File: config.mk
export PLATFORM = sky130hd
export DESIGN_NAME = game_history_stack
export DESIGN_NICKNAME = d
export VERILOG_FILES = /design/src/rtl/game_history_stack.sv
export SDC_FILE = /design/constraint.sdc
export NUM_CORES = 1
export LEC_CHECK = 0
export ABC_AREA = 1
export CAP_MARGIN = 20
export CORE_MARGIN = 4
export CORE_UTILIZATION = 50
export DETAILED_ROUTE_END_ITERATION = 16
export GPL_TIMING_DRIVEN = 1
export PLACE_DENSITY = 0.69
export SLEW_MARGIN = 40
export SYNTH_ARGS = -nofsm -noshare
export SYNTH_HDL_FRONTEND = slang
export SYNTH_SLANG_ARGS = --single-unit
File: constraint.sdc
create_clock -name clk -period 17.9 [get_ports clk]
set_input_delay 3.58 -clock clk [delete_from_list [all_inputs] [get_ports clk]]
set_output_delay 3.58 -clock clk [all_outputs]
set_load 0.02 [all_outputs]
File: src/rtl/game_history_stack.sv
// Undo history for the game core: a LIFO of pre-move game states kept in a
// circular buffer. When the buffer is full a new push overwrites the oldest
// entry, so the most recent DEPTH moves can always be retracted.
module game_history_stack #(
    parameter int DEPTH = 8,
    parameter int W     = 134
) (
    input  logic                       clk,
    input  logic                       rst_n,
    input  logic                       clear,
    input  logic                       push,
    input  logic [W-1:0]               state_in,
    input  logic                       pop,
    output logic [W-1:0]               state_out,
    output logic                       state_out_valid,
    output logic                       real_retract,
    output logic [$clog2(DEPTH):0]     count,
    output logic                       full
);

    localparam int AW = $clog2(DEPTH);

    localparam logic [AW:0]   CNT_FULL = (AW+1)'(DEPTH);
    localparam logic [AW:0]   CNT_ONE  = (AW+1)'(1);
    localparam logic [AW-1:0] PTR_ONE  = AW'(1);

    logic [W-1:0]  mem [DEPTH];
    logic [AW-1:0] wr_ptr;
    logic [AW-1:0] top_ptr;
    logic          has_entry;
    logic          do_pop;
    logic          do_push;

    // Top of stack sits just below the next free slot; wraps with the pointer.
    assign top_ptr   = wr_ptr - PTR_ONE;
    assign has_entry = (count != '0);

    // Clear beats everything; a pop in the same cycle as a push drops the push.
    assign do_pop  = !clear && pop && has_entry;
    assign do_push = !clear && push && !pop;

    assign real_retract = has_entry;
    assign full         = (count == CNT_FULL);

    // Entry storage: never reset or cleared, the count alone says what is live.
    always_ff @(posedge clk) begin
        if (do_push)
            mem[wr_ptr] <= state_in;
    end

    // Pointer, occupancy and popped-entry register.
    always_ff @(posedge clk or negedge rst_n) begin
        if (!rst_n) begin
            wr_ptr          <= '0;
            count           <= '0;
            state_out       <= '0;
            state_out_valid <= 1'b0;
        end else begin
            state_out_valid <= do_pop;
            if (clear) begin
                wr_ptr <= '0;
                count  <= '0;
            end else if (do_pop) begin
                state_out <= mem[top_ptr];
                wr_ptr    <= top_ptr;
                count     <= count - CNT_ONE;
            end else if (do_push) begin
                wr_ptr <= wr_ptr + PTR_ONE;
                // Full push overwrites the oldest slot; occupancy saturates.
                if (!full)
                    count <= count + CNT_ONE;
            end
        end
    end

endmodule
==> impl_metrics.env, run 1 <==
export IMPL_fin_crit_sh_pct=34.7
export IMPL_avgRoutedWirePerCell_um=21.2
export IMPL_regToRegEndpoint="state_out[111]$_DFFE_PN0P_"
export IMPL_max_slew_worst_pin_slew_ns=0.960
export IMPL_die_h_um=312
export IMPL_synth_top_cell_area_share_pct=69.5
export IMPL_cts_tree="done"
export IMPL_peakVddDrop_uv=105
export IMPL_numCtsBuffers=116
export IMPL_startpoint="pop"
export IMPL_async_flop_share_pct=11.7
export IMPL_drive_gt1_share_pct=6.31
export IMPL_vias=28300
export IMPL_core_area_sq_um=91800
export IMPL_synthFlopType="edfxtp_1"
export IMPL_syn_avg_cell_area_sq_um=13.1
export IMPL_synth_edf_count=1072
export IMPL_layout_min_cycle_time_ns=6.21
export IMPL_p_leak_nw=18.3
export IMPL_rr_startpoint="wr_ptr[0]$_DFFE_PN0P_"
export IMPL_start_util_pct=50.4
export IMPL_synthCells=3526
export IMPL_antenna_found_initial=15
export IMPL_track_usage_pct=21.9
export IMPL_clock_fmax_mhz=161
export IMPL_finalSetupViolCount=0
export IMPL_hp_class="reg -> reg"
export IMPL_rsz0062_at_grt="false"
export IMPL_synth_most_common_cell="edfxtp_1"
export IMPL_cts_root_buf="clkbuf_16"
export IMPL_yosys_warnings=0
export IMPL_rows=111
export IMPL_synth_seq_area_share_pct=77.2
export IMPL_startpoint_type="primary input"
export IMPL_synth_nets=3670
export IMPL_fp_dieArea_sq_um=97600
export IMPL_r2r_slack_ns=14.13
export IMPL_hold_viol_final=0
export IMPL_setup_tns_ns=0
export IMPL_r2r_cells=8
export IMPL_io_pins=280
export IMPL_ys_types=28
export IMPL_maxSlewHeadroom_pct=36.0
export IMPL_clkTransAtPathRegs_ns=0.07
export IMPL_ant_nets=0
export IMPL_hold_buffers=0
export IMPL_yosys_area_top_type="edfxtp_1"
export IMPL_die_width_um=312
export IMPL_path_cells="clkdlybuf4s50_1 > inv_1 > nor2_1 > nand2_8 > inv_2 > nand2_1 > inv_8 > buf_6 > nand2_1 > nand3_1"
export IMPL_gp_congestion=0.736
export IMPL_syn_area_sq_um=46300
export IMPL_slew_viol_final=0
export IMPL_grt_overflow=0
export IMPL_path_common_cell="nand2_1"
export IMPL_synth_seq_cells=1214
export IMPL_synthTopCellsByCount="1,072 x edfxtp_1, 683 x nor2_1, 601 x o21ai_0"
export IMPL_dpl_cell_area_sq_um=50000
export IMPL_insertion_delay_ns=0.67
export IMPL_final_core_util_pct=58.8
export IMPL_cts_buffer_depth=3
export IMPL_max_cap_violations=0
export IMPL_synth_area_leaders="edfxtp_1 70%, dfrtp_1 7.7%, o21ai_0 6.5%"
export IMPL_worstPathRequired_ns=18.49
export IMPL_portBuffers=279
export IMPL_fin_worst_skew_ns=0.0191
export IMPL_cts_resized=0
export IMPL_worstSetupPathType="in -> reg"
export IMPL_critical_path_max_fanout=79
export IMPL_fin_nets=3891
export IMPL_status="finished, final reports clean"
export IMPL_dp_hpwl_um=54400
export IMPL_cts_htree_levels=3
export IMPL_critPathArrivalTime_ns=6.80
export IMPL_cts_sinks=1214
export IMPL_area_delta_synth_final_pct=16.6
export IMPL_fin_area_sq_um=54000
export IMPL_drc=0
export IMPL_grt_max_degree=221
export IMPL_routed_wl_um=108000
export IMPL_slowest_stage="buf_6"
export IMPL_avgViaCountPerCell=5.54
export IMPL_critPathMaxStageDelay_ns=0.60
export IMPL_endpoint_kind="flop"
export IMPL_powerDensity_nw_per_um2=148
export IMPL_postCtsSetupBuffers=0
export IMPL_crit_end="state_out[49]$_DFFE_PN0P_"
export IMPL_grt_pass1_wl_um=165000
export IMPL_grt_pass1_vias=27800
export IMPL_drt_iter0_drc=2971
export IMPL_dr_pass1_iters=7
==> per-layer routing <==
metal | part of all wire, % | vias up | GRT usage [%]
met5 | 0.041 | - | 0
met3 | 6.7 | 163 | 3.74
met1 | 42 | 14000 | 30.3
met4 | 2.2 | 6 | 6.53
met2 | 49 | 949 | 35.9
li1 | - | 13100 | -
==> worst min path at each step <==
stage | end | slack, ns | cells past startpoint | start
2_1_floorplan | state_out[123]$_DFFE_PN0P_ | 0.55 | 4 | mem[6][123]$_DFFE_PP_
3_3_place_gp | state_out[58]$_DFFE_PN0P_ | 0.49 | 2 | state_out[58]$_DFFE_PN0P_
3_5_place_dp | state_out[74]$_DFFE_PN0P_ | 0.49 | 2 | state_out[74]$_DFFE_PN0P_
4_1_cts | state_out[51]$_DFFE_PN0P_ | 0.50 | 2 | state_out[51]$_DFFE_PN0P_
5_1_grt | state_out[64]$_DFFE_PN0P_ | 0.52 | 2 | state_out[64]$_DFFE_PN0P_
6_report | state_out[74]$_DFFE_PN0P_ | 0.50 | 2 | state_out[74]$_DFFE_PN0P_
==> where the power goes <==
part	total (W)	switching, W	internal, W
Sequential	0.00347	0.000165	0.00331
Combinational	0.00204	0.00131	0.000737
Clock	0.00250	0.00101	0.00149
Total	0.00801	0.00248	0.00553
==> critical path, delay by kind of cell <==
kind,cells,cell delay (ns)
and+or+nand+nor,5,1.21
buffers and inverters,5,1.95
==> final cells by class <==
type | instances | area, sq um
Sequential cell | 1214 | 35700
Fill cell | 7058 | 37800
Antenna cell | 13 | 32.5
Multi-Input combinational cell | 2076 | 9320
Clock inverter | 66 | 744
Inverter | 14 | 83.8
Tap cell | 1243 | 1560
Timing Repair Buffer | 325 | 3320
Clock buffer | 153 | 3210
==> sequential cells by signal, summed over array words and instances, names as in the netlist <==
signal           flops
wr_ptr               3
state_out          134
count                4
mem               1072
state_out_valid      1
==> per-stage QoR <==
step / total power [W] / setup WS [ns] / hold WS [ns] / instances
2_1_floorplan: 0.00480 / 4.08 / 0.551 / 3526
3_3_place_gp: 0.00554 / 10.79 / 0.488 / 4867
3_5_place_dp: 0.00557 / 10.63 / 0.486 / 4871
4_1_cts: 0.00807 / 11.33 / 0.505 / 5090
5_1_grt: 0.00842 / 11.44 / 0.525 / 5098
6_report: 0.00801 / 11.69 / 0.500 / 5104
==> cells in the final DEF, fill, tap and decap left out, types with 2 or more instances in the layout <==
master           instances
buf_12                   2
buf_16                   3
buf_4                   16
buf_6                   24
bufinv_16               16
clkbuf_1                24
clkbuf_16              119
clkbuf_8                11
clkdlybuf4s50_1        278
clkinv_1                17
clkinv_2                22
clkinv_4                 3
clkinvlp_4               5
dfrtp_1                141
diode_2                 13
edfxtp_1              1072
ha_1                     3
inv_1                   10
inv_6                    3
inv_8                    2
nand2_1                427
nand3_1                140
nor2_1                 677
nor2_4                   7
nor3_2                   2
o21ai_0                601
o21ai_1                 76
o22ai_1                134
xnor2_1                  2
==> logic make-up after synthesis <==
kind of cell    share of synthesized area (%)
simple gates                             10.6
flops                                    77.2
compound gates                           9.14
buf+inv                                  2.86
fa+ha+maj                               0.151
xor+xnor                               0.0730
Power figures use the tool's default switching activity.
==> run 2, diff against run 1 <==
- PLACE_DENSITY: 0.69 -> 0.72
- clock period: 17.9 -> 5.5 ns (I/O delays scaled with it)
==> run 2 against run 1 <==
Via count up 0.50%. Critical path depth decreased by 2. Die area is the same. Sequential cell count stayed put. Count of clock-buffer cells in the layout increased by 22. Sequential share of layout area shrank 0.16 points. First-iteration DRC count decreased by 6.9%. Final area increased by 0.24%. Non-clock buffer count decreased by 2. Critical path type is now reg -> reg.
==> impl_metrics.env, run 2 (synthesis results as in run 1) <==
export IMPL_core_area_sq_um=91800
export IMPL_dp_hpwl_um=54400
export IMPL_track_usage_pct=21.7
export IMPL_status="finished, final reports clean"
export IMPL_avgRoutedWirePerCell_um=21.0
export IMPL_peakVddDrop_uv=536
export IMPL_fin_nets=3890
export IMPL_die_width_um=312
export IMPL_grt_use_met1_pct=28.4
export IMPL_rows=111
export IMPL_rsz0062_at_grt="false"
export IMPL_avgViaCountPerCell=5.57
export IMPL_ant_nets=0
export IMPL_hold_viol_final=0
export IMPL_worstPathRequired_ns=6.12
export IMPL_grt_busiest_layer="met2"
export IMPL_reg_top3="mem: 1072 flops, state_out: 134 flops, count: 4 flops"
export IMPL_routed_wl_um=107000
export IMPL_fin_worst_skew_ns=0.0203
export IMPL_drc=0
export IMPL_power_total_w=0.0259
export IMPL_maxSlewHeadroom_pct=35.3
export IMPL_grt_pass1_vias=28600
export IMPL_antenna_found_initial=13
export IMPL_area_delta_synth_final_pct=16.9
export IMPL_cts_tree="done"
export IMPL_mostFrequentLayoutCell="edfxtp_1"
export IMPL_critical_path_max_fanout=224
export IMPL_start_util_pct=50.4
export IMPL_use_met2_pct=36.6
export IMPL_cts_sinks=1214
export IMPL_die_h_um=312
export IMPL_critPathArrivalTime_ns=4.12
export IMPL_met3_usage_pct=3.54
export IMPL_endpoint_kind="flop"
export IMPL_powerDensity_nw_per_um2=478
export IMPL_top_register="mem"
export IMPL_regToRegEndpoint="state_out[109]$_DFFE_PN0P_"
export IMPL_clkTransAtPathRegs_ns=0.06
export IMPL_grt_max_degree=225
export IMPL_final_core_util_pct=59.0
export IMPL_fp_dieArea_sq_um=97600
export IMPL_portBuffers=279
export IMPL_layout_min_cycle_time_ns=3.50
export IMPL_dr_pass1_iters=5
export IMPL_rr_startpoint="wr_ptr[0]$_DFFE_PN0P_"
export IMPL_numCtsBuffers=117
export IMPL_grt_pass1_wl_um=165000
export IMPL_gp_congestion=0.748
export IMPL_clock_fmax_mhz=286
export IMPL_p_leak_nw=18.3
export IMPL_most_common_layout_cells="1,072 x edfxtp_1, 677 x nor2_1, 601 x o21ai_0"
export IMPL_cts_htree_levels=3
export IMPL_io_pins=280
export IMPL_hp_class="in -> async"
export IMPL_startpoint_type="flop"
export IMPL_postCtsSetupBuffers=0
export IMPL_hold_buffers=0
export IMPL_drive_gt1_share_pct=6.11
export IMPL_largest_reg_flops=1072
export IMPL_fin_crit_sh_pct=63.7
export IMPL_slew_viol_final=0
export IMPL_vias=28400
export IMPL_cts_buffer_depth=3
export IMPL_grt_overflow=0
export IMPL_drt_iter0_drc=2767
export IMPL_cts_resized=0
export IMPL_r2r_cells=8
export IMPL_cts_root_buf="clkbuf_16"
export IMPL_finalSetupViolCount=0
export IMPL_insertion_delay_ns=0.70
export IMPL_r2r_slack_ns=2.00
export IMPL_max_slew_worst_pin_slew_ns=0.970
export IMPL_max_cap_violations=0
export IMPL_worstSetupPathType="reg -> reg"
-- run 2: cell types whose count changed in the layout (fill, tap and decap cells not counted), moves of 6 or more --
cell,delta
buf_12,+24
buf_6,-22
clkbuf_1,+13
bufinv_16,-9
clkbuf_8,+9
clkinv_2,-7
clkinv_1,-6
-- run 2: per-stage QoR --
stage          hold WS [ns]  setup slack [ns]  std cells  instance area (sq um)  setup TNS [ns]
2_1_floorplan         0.551             -2.22       3526                  46300        -1125.98
3_3_place_gp          0.483              1.45       4865                  50100               0
3_5_place_dp          0.481              1.37       4868                  50200               0
4_1_cts               0.392              2.00       5088                  54100               0
5_1_grt               0.425              1.80       5101                  54100               0
6_report              0.381              2.00       5102                  54100               0
-- run 2: critical path, cell delays in order, from the launching register on --
cell and delay [ns]:
dfrtp_4 0.92, inv_16 0.40, ha_4 0.50, buf_12 0.33, buf_16 0.33, o21ai_0 0.19, o21ai_0 0.26, nand2_1 0.11
nand3_1 0.10
-- run 2: per-layer routing --
metal  vias up  share of wire (%)
met5         -              0.012
li1      13100                  -
met3       192                6.2
met2       933                 49
met4         2                3.1
met1     14200                 41
-- run 2: report_power, final --
part           switching (W)  internal (W)
Combinational        0.00425       0.00246
Sequential          0.000526        0.0108
Clock                0.00335       0.00457
Total                0.00812        0.0178
-- run 2: how the worst max path moves through the flow --
stage | from | cells after the start | to
after floorplan | clear | 3 | mem[1][0]$_DFFE_PP_
after global placement | clear | 5 | mem[3][94]$_DFFE_PP_
after detailed placement | clear | 5 | mem[3][96]$_DFFE_PP_
after CTS | wr_ptr[0]$_DFFE_PN0P_ | 8 | state_out[67]$_DFFE_PN0P_
after global routing | wr_ptr[0]$_DFFE_PN0P_ | 8 | state_out[44]$_DFFE_PN0P_
final | wr_ptr[0]$_DFFE_PN0P_ | 8 | state_out[109]$_DFFE_PN0P_
-- run 2: final cells by class --
type                            instances  area (sq um)
Inverter                               14          76.3
Sequential cell                      1214         35700
Antenna cell                           12          30.0
Clock buffer                          175          3370
Clock inverter                         45           474
Multi-Input combinational cell       2076          9340
Tap cell                             1243          1560
Timing Repair Buffer                  323          3560
Fill cell                            7011         37700
